==> src/rtl/rv32i_dmem_dump_reader_pkg.sv <==
// Shared types for the end-of-test data-memory dump reader.
package rv32i_dmem_dump_reader_pkg;

    localparam int unsigned DumpAddrW = 32;

    typedef enum logic [1:0] {
        EotNone    = 2'd0,
        EotEbreak  = 2'd1,
        EotEcall   = 2'd2,
        EotIllegal = 2'd3
    } t_eot_reason;

    typedef enum logic [1:0] {
        StIdle,
        StRead,
        StDrain,
        StDone
    } t_dump_state;

    typedef struct packed {
        logic [DumpAddrW-1:0] addr;
        logic [31:0]          data;
        logic                 last;
    } t_dump_entry;

endpackage

==> src/rtl/rv32i_dmem_dump_reader_if.sv <==
// Valid/ready stream carrying {addr, data, last} dump words to the consumer.
interface rv32i_dmem_dump_reader_if #(
    parameter int unsigned ADDR_W = 32
);
    logic              dump_valid;
    logic              dump_ready;
    logic [ADDR_W-1:0] dump_addr;
    logic [31:0]       dump_data;
    logic              dump_last;

    modport master (
        output dump_valid,
        output dump_addr,
        output dump_data,
        output dump_last,
        input  dump_ready
    );

    modport slave (
        input  dump_valid,
        input  dump_addr,
        input  dump_data,
        input  dump_last,
        output dump_ready
    );
endinterface

==> src/rtl/rv32i_dmem_dump_reader_skid_buf.sv <==
// Two-entry FIFO of dump entries; push and pop may happen in the same cycle.
module rv32i_dmem_dump_reader_skid_buf
    import rv32i_dmem_dump_reader_pkg::*;
(
    input  logic        clk,
    input  logic        rst_n,
    input  logic        push,
    input  t_dump_entry push_entry,
    input  logic        pop,
    output t_dump_entry head,
    output logic        full,
    output logic        empty,
    output logic [1:0]  count
);
    t_dump_entry mem_q [2];
    t_dump_entry mem_d [2];
    logic        wr_ptr_q, wr_ptr_d;
    logic        rd_ptr_q, rd_ptr_d;
    logic [1:0]  count_q, count_d;
    logic        do_push, do_pop;

    always_comb begin
        do_pop   = pop && (count_q != 2'd0);
        // A full buffer still accepts a push when the head leaves this cycle.
        do_push  = push && ((count_q != 2'd2) || do_pop);
        mem_d    = mem_q;
        if (do_push) begin
            mem_d[wr_ptr_q] = push_entry;
        end
        wr_ptr_d = wr_ptr_q ^ do_push;
        rd_ptr_d = rd_ptr_q ^ do_pop;
        count_d  = count_q + {1'b0, do_push} - {1'b0, do_pop};
    end

    always_ff @(posedge clk) begin
        if (!rst_n) begin
            mem_q[0] <= '0;
            mem_q[1] <= '0;
            wr_ptr_q <= 1'b0;
            rd_ptr_q <= 1'b0;
            count_q  <= 2'd0;
        end else begin
            mem_q    <= mem_d;
            wr_ptr_q <= wr_ptr_d;
            rd_ptr_q <= rd_ptr_d;
            count_q  <= count_d;
        end
    end

    assign head  = mem_q[rd_ptr_q];
    assign full  = (count_q == 2'd2);
    assign empty = (count_q == 2'd0);
    assign count = count_q;

endmodule

==> src/rtl/rv32i_dmem_dump_reader.sv <==
// After an end-of-test trigger, reads D_MEM word by word and streams {addr,data,last}
// to the consumer through a two-entry buffer.
module rv32i_dmem_dump_reader
    import rv32i_dmem_dump_reader_pkg::*;
#(
    parameter int unsigned       ADDR_W    = DumpAddrW,
    parameter logic [ADDR_W-1:0] D_MEM_LSB = 'h1_0000,
    parameter logic [ADDR_W-1:0] D_MEM_MSB = 'h1_FFFF
) (
    input  logic                      clk,
    input  logic                      rst_n,
    input  logic                      ebreak_was_called,
    input  logic                      ecall_was_called,
    input  logic                      illegal_instruction,
    output logic                      mem_rd_en,
    output logic [ADDR_W-1:0]         mem_rd_addr,
    input  logic [31:0]               mem_rd_data,
    rv32i_dmem_dump_reader_if.master  dump_if,
    output t_eot_reason               eot_reason,
    output logic                      dump_done
);
    localparam logic [ADDR_W-1:0] RangeBytes = D_MEM_MSB - D_MEM_LSB + ADDR_W'(1);
    localparam logic [ADDR_W-1:0] LastAddr   = D_MEM_MSB - ADDR_W'(3);

    if (ADDR_W != DumpAddrW) begin : g_bad_width
        $error("rv32i_dmem_dump_reader: ADDR_W must equal the dump entry address width");
    end
    if (D_MEM_LSB[1:0] != 2'b00 || RangeBytes[1:0] != 2'b00) begin : g_bad_range
        $error("rv32i_dmem_dump_reader: D_MEM range must be word aligned and sized");
    end

    t_dump_state       state_q, state_d;
    t_eot_reason       reason_q, reason_d;
    logic [ADDR_W-1:0] addr_q, addr_d;
    logic              pend_q, pend_d;
    logic [ADDR_W-1:0] pend_addr_q, pend_addr_d;
    logic              pend_last_q, pend_last_d;

    t_dump_entry       push_entry;
    t_dump_entry       head;
    logic              buf_full, buf_empty;
    logic [1:0]        buf_count;
    logic              pop;
    logic              has_room;

    assign pop = !buf_empty && dump_if.dump_ready;

    // Slots left once this cycle's pop and the read already in flight are accounted for.
    assign has_room = (({1'b0, buf_count} + {2'b00, pend_q}) < (3'd2 + {2'b00, pop}))
                      && (!buf_full || pop);

    assign push_entry = '{addr: pend_addr_q, data: mem_rd_data, last: pend_last_q};

    rv32i_dmem_dump_reader_skid_buf u_skid_buf (
        .clk        (clk),
        .rst_n      (rst_n),
        .push       (pend_q),
        .push_entry (push_entry),
        .pop        (pop),
        .head       (head),
        .full       (buf_full),
        .empty      (buf_empty),
        .count      (buf_count)
    );

    always_comb begin
        state_d     = state_q;
        reason_d    = reason_q;
        addr_d      = addr_q;
        pend_d      = 1'b0;
        pend_addr_d = pend_addr_q;
        pend_last_d = pend_last_q;
        mem_rd_en   = 1'b0;
        case (state_q)
            StIdle: begin
                if (illegal_instruction) begin
                    reason_d = EotIllegal;
                    state_d  = StRead;
                end else if (ecall_was_called) begin
                    reason_d = EotEcall;
                    state_d  = StRead;
                end else if (ebreak_was_called) begin
                    reason_d = EotEbreak;
                    state_d  = StRead;
                end
            end
            StRead: begin
                if (has_room) begin
                    mem_rd_en   = 1'b1;
                    pend_d      = 1'b1;
                    pend_addr_d = addr_q;
                    pend_last_d = (addr_q == LastAddr);
                    addr_d      = addr_q + ADDR_W'(4);
                    if (addr_q == LastAddr) begin
                        state_d = StDrain;
                    end
                end
            end
            StDrain: begin
                if (pop && head.last) begin
                    state_d = StDone;
                end
            end
            StDone: state_d = StDone;
            default: state_d = StIdle;
        endcase
    end

    always_ff @(posedge clk) begin
        if (!rst_n) begin
            state_q     <= StIdle;
            reason_q    <= EotNone;
            addr_q      <= D_MEM_LSB;
            pend_q      <= 1'b0;
            pend_addr_q <= '0;
            pend_last_q <= 1'b0;
        end else begin
            state_q     <= state_d;
            reason_q    <= reason_d;
            addr_q      <= addr_d;
            pend_q      <= pend_d;
            pend_addr_q <= pend_addr_d;
            pend_last_q <= pend_last_d;
        end
    end

    assign mem_rd_addr        = mem_rd_en ? addr_q : '0;
    assign dump_if.dump_valid = !buf_empty;
    assign dump_if.dump_addr  = buf_empty ? '0 : head.addr;
    assign dump_if.dump_data  = buf_empty ? '0 : head.data;
    assign dump_if.dump_last  = !buf_empty && head.last;
    assign eot_reason         = reason_q;
    assign dump_done          = (state_q == StDone);

endmodule

==> src/flat_wrapper.sv <==
// flat-port wrapper written by rule: the top's interface ports become plain ports
module rv32i_dmem_dump_reader_flat import rv32i_dmem_dump_reader_pkg::*;
#(
    parameter int unsigned       ADDR_W    = DumpAddrW,
    parameter logic [ADDR_W-1:0] D_MEM_LSB = 'h1_0000,
    parameter logic [ADDR_W-1:0] D_MEM_MSB = 'h1_FFFF
)
  (clk, rst_n, ebreak_was_called, ecall_was_called, illegal_instruction, mem_rd_en, mem_rd_addr, mem_rd_data, eot_reason, dump_done, dump_if_dump_valid, dump_if_dump_addr, dump_if_dump_data, dump_if_dump_last, dump_if_dump_ready);
  rv32i_dmem_dump_reader_if #(.ADDR_W(ADDR_W)) dump_if_i ();
  input  logic clk;
  input  logic rst_n;
  input  logic ebreak_was_called;
  input  logic ecall_was_called;
  input  logic illegal_instruction;
  output logic mem_rd_en;
  output logic [ADDR_W-1:0] mem_rd_addr;
  input  logic [31:0] mem_rd_data;
  output t_eot_reason eot_reason;
  output logic dump_done;
  output wire logic [$bits(dump_if_i.dump_valid)-1:0] dump_if_dump_valid;
  output wire logic [$bits(dump_if_i.dump_addr)-1:0] dump_if_dump_addr;
  output wire logic [$bits(dump_if_i.dump_data)-1:0] dump_if_dump_data;
  output wire logic [$bits(dump_if_i.dump_last)-1:0] dump_if_dump_last;
  input wire logic [$bits(dump_if_i.dump_ready)-1:0] dump_if_dump_ready;
  assign dump_if_dump_valid = dump_if_i.dump_valid;
  assign dump_if_dump_addr = dump_if_i.dump_addr;
  assign dump_if_dump_data = dump_if_i.dump_data;
  assign dump_if_dump_last = dump_if_i.dump_last;
  assign dump_if_i.dump_ready = dump_if_dump_ready;
  rv32i_dmem_dump_reader #(.ADDR_W(ADDR_W), .D_MEM_LSB(D_MEM_LSB), .D_MEM_MSB(D_MEM_MSB)) u_core (.clk(clk), .rst_n(rst_n), .ebreak_was_called(ebreak_was_called), .ecall_was_called(ecall_was_called), .illegal_instruction(illegal_instruction), .mem_rd_en(mem_rd_en), .mem_rd_addr(mem_rd_addr), .mem_rd_data(mem_rd_data), .dump_if(dump_if_i), .eot_reason(eot_reason), .dump_done(dump_done));
endmodule
==> config.mk <==
export PLATFORM = sky130hd
export DESIGN_NAME = rv32i_dmem_dump_reader_flat
export DESIGN_NICKNAME = d
export VERILOG_FILES = /design/src/rtl/rv32i_dmem_dump_reader_pkg.sv /design/src/rtl/rv32i_dmem_dump_reader_if.sv /design/src/rtl/rv32i_dmem_dump_reader_skid_buf.sv /design/src/rtl/rv32i_dmem_dump_reader.sv /design/src/flat_wrapper.sv
export SDC_FILE = /design/constraint.sdc
export NUM_CORES = 1
export LEC_CHECK = 0
export CAP_MARGIN = 20
export CORE_ASPECT_RATIO = 1.5
export CORE_MARGIN = 5
export CORE_UTILIZATION = 40
export CTS_CLUSTER_DIAMETER = 30
export DETAILED_ROUTE_END_ITERATION = 10
export SLEW_MARGIN = 25
export SYNTH_ARGS = -nofsm -noshare
export SYNTH_HDL_FRONTEND = slang
export SYNTH_SLANG_ARGS = --single-unit
==> constraint.sdc <==
create_clock -name clk -period 2.51 [get_ports clk]
set_input_delay 0.3765 -clock clk [delete_from_list [all_inputs] [get_ports clk]]
set_output_delay 0.3765 -clock clk [all_outputs]
set_load 0.01 [all_outputs]
==> results of run 1 <==
per-layer routing:
metal / vias to the layer above / routed length [um] / GRT usage [%] / share of wire, %
li1: 3574 / - / - / -
met2: 152 / 12070 / 32.74 / 52
met4: 0 / 490 / 5.960 / 2.1
met3: 27 / 979 / 3.848 / 4.2
met5: - / 0 / 0 / 0
met1: 3353 / 9744 / 22.53 / 42
cells in the mapped netlist (all sizes together), types with 2 or more instances:
cell    number
buf         16
nand3       16
and4         3
o311ai       3
or2          2
xor2         4
o31ai        4
ha           7
nand2       82
dfxtp      196
a21oi       44
nand2b       7
and2         5
or3          7
o41ai        3
o21a         2
o21ai       11
clkbuf      51
or4          7
mux2i      193
nand4       15
xnor2       10
nor3         2
inv         40
nor2       211
nor4        19
final timing paths:
kind,start,to,cells after the start
worst max-delay path,u_core.pend_q,mem_rd_addr[10],11
worst min-delay path,u_core.eot_reason[1],u_core.eot_reason[1],2
worst max register to register,u_core.pend_q,u_core.addr_q[20],7
worst min register to register,u_core.eot_reason[1],u_core.eot_reason[1],2
area by class of cell:
type	count	area, sq um
clock inverter	10	98.84
clock buffer	21	470.5
tap	268	335.3
sequential	196	3930
inverter	40	155.1
fill	1961	9647
timing repair buffer	198	2043
multi-input combinational	670	4466
registers in the layout, summed over array words and instances, names as in the netlist:
| signal | cells |
|---|---|
| u_core.eot_reason | 2 |
| u_core.u_skid_buf.wr_ptr_q | 1 |
| u_core.addr_q | 30 |
| u_core.pend_last_q | 1 |
| u_core.u_skid_buf.rd_ptr_q | 1 |
| u_core.u_skid_buf.mem_q | 126 |
| u_core.state_q | 2 |
| u_core.u_skid_buf.count | 2 |
| u_core.pend_addr_q | 30 |
| u_core.pend_q | 1 |
worst max-delay path, stage by stage, from the launching register on:
cell and delay (ns):
dfxtp_2 0.34, ha_4 0.16, ha_4 0.24, inv_2 0.05, a21o_1 0.13, nand3_2 0.11, inv_4 0.11, buf_8 0.13
buf_8 0.13, nand2_2 0.07, inv_1 0.06, buf_2 0.12
power breakdown:
group          internal (W)  switching (W)
sequential          0.00325       0.000108
clock               0.00145        0.00119
combinational       0.00114        0.00154
timing repair:
action | CTS | global route
resized for setup | 141 | 89
gates cloned | 2 | 1
setup buffers | 3 | 7
pin swaps | 2 | 2
setup endpoints to repair | 31 | 73
cells by family (layout without fill, tap and decap cells):
family,count (synthesis),count (layout),synth area share [%]
buffers and inverters,107,269,5.019
XOR/XNOR,14,14,1.421
AND/OR/NAND/NOR,381,381,19.89
other,1,4,0.04347
flip-flops,196,196,45.49
multiplexers,193,193,22.40
adder cells (fa/ha/maj),7,7,1.015
AO/OA/AOI/OAI,71,71,4.729
per-stage QoR:
step | total power [W] | setup slack [ns]
finish | 0.008686 | 0.06760
global route | 0.009124 | -0.03197
CTS | 0.008666 | -0.09847
detailed placement | 0.005766 | -0.04714
global placement | 0.005768 | -0.03862
floorplan | 0.004782 | 0.1628
==> reports/summary.json, run 1 <==
{
  "drt-initial-drc-count": {"value": 334},
  "timing.clock.skew": {"value": 0.01172, "unit": "ns"},
  "drv_slew": {"value": 0},
  "number_of_instances_in_the_placed_design": {"value": 1361},
  "drtPass1Iterations": {"value": 4},
  "first_global_vias": {"value": 6978},
  "cp_data_required_time": {"value": 2.13, "unit": "ns"},
  "mostFrequentLayoutCell": {"value": "nor2_1"},
  "avgSynthCellArea": {"value": 8.893, "unit": "sq um"},
  "core": {"value": 0.02115, "unit": "sq mm"},
  "ys.flop_type": {"value": "dfxtp_1"},
  "gr-usage-all-layers": {"value": 18.63, "unit": "%"},
  "setup_viol_count_final": {"value": 0},
  "critical_path.startpoint_type": {"value": "register"},
  "final_layout_size_suffix_gt1_share": {"value": 16.39, "unit": "%"},
  "r2r_setup_slack": {"value": 0.10, "unit": "ns"},
  "netlist-cell-type-count": {"value": 46},
  "endpoint_kind": {"value": "output port"},
  "effective_utilization_at_floorplan": {"value": 40.79, "unit": "%"},
  "wire_length_of_the_first_global_routing_pass": {"value": 36470, "unit": "um"},
  "cts_hold_buf": {"value": 0},
  "worstMarginPinSlew": {"value": 0.8193, "unit": "ns"},
  "cts.clk_slew.worst_paths": {"value": 0.07, "unit": "ns"},
  "diodes": {"value": 0},
  "p_leak": {"value": 4.786, "unit": "nW"},
  "place.detailed.hpwl": {"value": 15470, "unit": "um"},
  "worst_hold_slack": {"value": 0.4717, "unit": "ns"},
  "clock_sinks": {"value": 196},
  "areaGrowthSynthToFinish": {"value": 33.30, "unit": "%"},
  "irDropWorstVdd": {"value": 0.0004107, "unit": "V"},
  "cellPowerDensity": {"value": 755.4, "unit": "mW/mm^2"},
  "maximum_number_of_pins_on_one_net_before_global_route_repair": {"value": 88},
  "cts-root-buf": {"value": "clkbuf_16"},
  "synthesis.area": {"value": 0.008626, "unit": "sq mm"},
  "nNetsFinal": {"value": 1168},
  "remaining_antenna_violation_count_after_routing": {"value": 0},
  "io-pin-count": {"value": 140},
  "post_drt_via_cell_ratio": {"value": 5.065},
  "cap_violations": {"value": 0},
  "cts_buffer_depth": {"value": 2},
  "final_area": {"value": 0.01150, "unit": "sq mm"},
  "synthesis.yosys.warnings": {"value": 0},
  "drc_violations_left": {"value": 0},
  "placement_rows": {"value": 65},
  "final_total_negative_setup_slack": {"value": 0, "unit": "ns"},
  "antenna_found_initial": {"value": 0},
  "cts_made_buffers": {"value": 17},
  "grt_setup_unrepaired": {"value": "true"},
  "netlist.area_leader.share": {"value": 45.49, "unit": "%"},
  "postSynthRegisterBits": {"value": 196},
  "hold_path_class": {"value": "reg -> reg"},
  "final-instance-count-excl-fill": {"value": 1403},
  "htree_levels": {"value": 4},
  "hold_viol_final": {"value": 0},
  "synth_largest_area_cell": {"value": "dfxtp_1"},
  "cp.arrival": {"value": 2.07, "unit": "ns"},
  "cp_max_fo": {"value": 7},
  "fin_crit": {"value": 2.442, "unit": "ns"},
  "slew_headroom": {"value": 45.38, "unit": "%"},
  "grt_overflow_total": {"value": 0},
  "io_buffer_count": {"value": 135},
  "final_core_utilization": {"value": 54.38, "unit": "%"},
  "postSynth.asyncResetShare": {"value": 0, "unit": "%"},
  "cts_tree": {"value": "yes"},
  "fmax": {"value": 0.4094, "unit": "GHz"},
  "die_w": {"value": 129.9, "unit": "um"},
  "wl_per_cell": {"value": 16.59, "unit": "um"},
  "die_h": {"value": 189.9, "unit": "um"},
  "dr_total_vias": {"value": 7106},
  "placedInstanceArea": {"value": 0.01061, "unit": "sq mm"},
  "die_area": {"value": 0.02466, "unit": "sq mm"},
  "insertion_delay": {"value": 0.43, "unit": "ns"},
  "synthesis.instances": {"value": 970},
  "gpl.final_weighted_congestion": {"value": 0.7987},
  "synth_edf_count": {"value": 0},
  "routed_wirelength": {"value": 23280, "unit": "um"},
  "post-route-period-util": {"value": 97.31, "unit": "%"},
  "synth.yosys.seq_area_share": {"value": 45.49, "unit": "%"},
  "status": {"value": "finished, final reports clean"},
  "commonest_cells_after_routing_fill_and_taps_aside": {"value": "209 x nor2_1, 193 x mux2i_1, 193 x dfxtp_1, 74 x clkdlybuf4s50_1, 61 x nand2_1"},
  "path_class": {"value": "reg -> out"},
  "netlist_top_cells_area": {"value": "dfxtp_1 45%, mux2i_1 22%, nor2_1 9.2%"}
}
(Power assumes the default switching activity.)
==> inputs of run 2 (changes only) <==
Settings changed: CORE_ASPECT_RATIO 1.5 to 2, PLACE_DENSITY set to 0.63.
==> run 2 against run 1 <==
  * The flow now finishes with violations (negative setup slack)
  * Sequential power about the same
  * Global-route usage rose by 0.25 points
  * Sequential share of layout area fell by 0.98 points
  * Via count grew 2.9%
  * Largest power group unchanged
==> reports/summary.json, run 2 (synthesized netlist as in run 1, its figures left out) <==
{
  "hold_path_class": {"value": "reg -> reg"},
  "cp.arrival": {"value": 2.15, "unit": "ns"},
  "path_class": {"value": "reg -> out"},
  "cp_max_fo": {"value": 6},
  "violations": {"value": "negative setup slack"},
  "gpl.final_weighted_congestion": {"value": 0.8958},
  "number_of_instances_in_the_placed_design": {"value": 1385},
  "commonest_cells_after_routing_fill_and_taps_aside": {"value": "209 x nor2_1, 193 x mux2i_1, 193 x dfxtp_1, 104 x clkdlybuf4s50_1, 75 x buf_4"},
  "worstMarginPinSlew": {"value": 0.7947, "unit": "ns"},
  "die_area": {"value": 0.02478, "unit": "sq mm"},
  "drv_slew": {"value": 0},
  "endpoint_kind": {"value": "output port"},
  "mostFrequentLayoutCell": {"value": "nor2_1"},
  "regToRegStartpoint": {"value": "u_core.u_skid_buf.count[0]"},
  "critical-path-top-delay-family": {"value": "buffers and inverters"},
  "post-route-period-util": {"value": 100.7, "unit": "%"},
  "cts_hold_buf": {"value": 0},
  "drc_violations_left": {"value": 0},
  "wire_length_of_the_first_global_routing_pass": {"value": 37070, "unit": "um"},
  "timing.clock.skew": {"value": 0.01112, "unit": "ns"},
  "placement_rows": {"value": 76},
  "regMostFlops": {"value": "u_core.u_skid_buf.mem_q"},
  "slew_headroom": {"value": 47.02, "unit": "%"},
  "antenna_found_initial": {"value": 0},
  "setup_viol_count_final": {"value": 7},
  "cts.clk_slew.worst_paths": {"value": 0.07, "unit": "ns"},
  "drt-initial-drc-count": {"value": 434},
  "io-pin-count": {"value": 140},
  "worstPathBufferInverterCount": {"value": 6},
  "cts_made_buffers": {"value": 17},
  "cts_buffer_depth": {"value": 2},
  "nNetsFinal": {"value": 1199},
  "cellPowerDensity": {"value": 756.3, "unit": "mW/mm^2"},
  "io_buffer_count": {"value": 135},
  "irDropWorstVdd": {"value": 0.0005001, "unit": "V"},
  "hp_start": {"value": "u_core.eot_reason[1]"},
  "place.detailed.hpwl": {"value": 16060, "unit": "um"},
  "timing.critical_path.slowest_stage_cell": {"value": "dfxtp_2"},
  "die_h": {"value": 217.7, "unit": "um"},
  "p_leak": {"value": 4.508, "unit": "nW"},
  "wl_per_cell": {"value": 16.19, "unit": "um"},
  "timing.final.ws_setup": {"value": -0.01847, "unit": "ns"},
  "final_layout_size_suffix_gt1_share": {"value": 19.19, "unit": "%"},
  "status": {"value": "finished with violations"},
  "drtPass1Iterations": {"value": 5},
  "htree_levels": {"value": 4},
  "post_drt_via_cell_ratio": {"value": 5.076},
  "final-instance-count-excl-fill": {"value": 1440},
  "max_stage_delay": {"value": 0.34, "unit": "ns"},
  "gr-usage-all-layers": {"value": 18.88, "unit": "%"},
  "diodes": {"value": 0},
  "effective_utilization_at_floorplan": {"value": 40.32, "unit": "%"},
  "cts-root-buf": {"value": "clkbuf_16"},
  "worstPathCellList": {"value": "ha_4, ha_4, inv_2, a21o_1, nand3_2, clkinv_4, buf_12, buf_16, nand2_4, inv_2, buf_6"},
  "worst_hold_slack": {"value": 0.4676, "unit": "ns"},
  "critical_path_source": {"value": "u_core.u_skid_buf.count[0]"},
  "fmax": {"value": 0.3955, "unit": "GHz"},
  "clock_sinks": {"value": 196},
  "dr_total_vias": {"value": 7309},
  "cts_tree": {"value": "yes"},
  "areaGrowthSynthToFinish": {"value": 37.24, "unit": "%"},
  "insertion_delay": {"value": 0.43, "unit": "ns"},
  "first_global_vias": {"value": 7296},
  "largest_reg_flops": {"value": 126},
  "maximum_number_of_pins_on_one_net_before_global_route_repair": {"value": 66},
  "cp_data_required_time": {"value": 2.13, "unit": "ns"},
  "grt_overflow_total": {"value": 0},
  "final_total_negative_setup_slack": {"value": -0.06399, "unit": "ns"},
  "hold_viol_final": {"value": 0},
  "die_w": {"value": 113.8, "unit": "um"},
  "power.total": {"value": 0.008953, "unit": "W"},
  "cap_violations": {"value": 0},
  "grt_setup_unrepaired": {"value": "true"},
  "core": {"value": 0.02140, "unit": "sq mm"},
  "critical_path.startpoint_type": {"value": "register"},
  "biggestRegsByFlops": {"value": "u_core.u_skid_buf.mem_q (126), u_core.addr_q (30), u_core.pend_addr_q (30)"},
  "remaining_antenna_violation_count_after_routing": {"value": 0},
  "fill_cells": {"value": 1963},
  "final_core_utilization": {"value": 55.33, "unit": "%"},
  "fin_crit": {"value": 2.528, "unit": "ns"},
  "routed_wirelength": {"value": 23320, "unit": "um"}
}
==> run 2: through the flow <==
stage | worst slack (ns) | area, sq um
after floorplan | 0.1628 | 8637
after global placement | 0.001711 | 10780
after detailed placement | -0.01012 | 10780
after CTS | -0.01964 | 11750
after global routing | -0.1032 | 11840
final | -0.01847 | 11840
==> run 2: worst register-to-register path, cell delays in order (launching register included) <==
cell and delay (ns):
dfxtp_2 0.34, ha_4 0.16, ha_4 0.16, or3b_1 0.46, buf_4 0.19, or4_4 0.57
nor4_2 0.21, xnor2_1 0.16, nor2_1 0.05
==> run 2: repair_timing <==
| item | in CTS | in global routing |
|---|---|---|
| setup buffers | 12 | 8 |
| setup endpoints to repair | 33 | 38 |
| pin swaps | 11 | 5 |
| resized for setup | 203 | 21 |
| cloned | 4 | 1 |
| hold endpoints to repair | 0 | 0 |
==> run 2: final cells by class <==
| class | instances | area [sq um] | area share [%] |
|---|---|---|---|
| clock buffers | 20 | 446.7 | 3.773 |
| inverters | 40 | 157.7 | 1.332 |
| well taps | 273 | 341.6 | 2.886 |
| clock inverters | 12 | 152.6 | 1.290 |
| flip-flops and latches | 196 | 3930 | 33.20 |
| multi-input cells | 670 | 4549 | 38.43 |
| repair buffers | 229 | 2260 | 19.09 |
==> run 2: final timing paths <==
check | end | slack, ns | depth (start not counted)
worst min register to register | u_core.eot_reason[1] | 0.47 | 2
worst min-delay path | u_core.eot_reason[1] | 0.47 | 2
worst max register to register | u_core.addr_q[15] | 0.10 | 8
worst max-delay path | mem_rd_addr[21] | -0.02 | 11
==> run 2: power by group <==
part | leakage (nW) | total (W) | switching [W] | internal, W
clock network | 0.295 | 0.00276 | 0.00116 | 0.00160
registers | 1.59 | 0.00338 | 0.000123 | 0.00326
logic | 2.63 | 0.00281 | 0.00156 | 0.00126
==> run 2: metal layers <==
metal,vias up,track usage (%),wire [um]
met1,3449,19.74,8959
li1,3631,-,-
met5,-,0,0
met4,0,10.23,984
met3,62,3.777,757
met2,167,34.69,12610
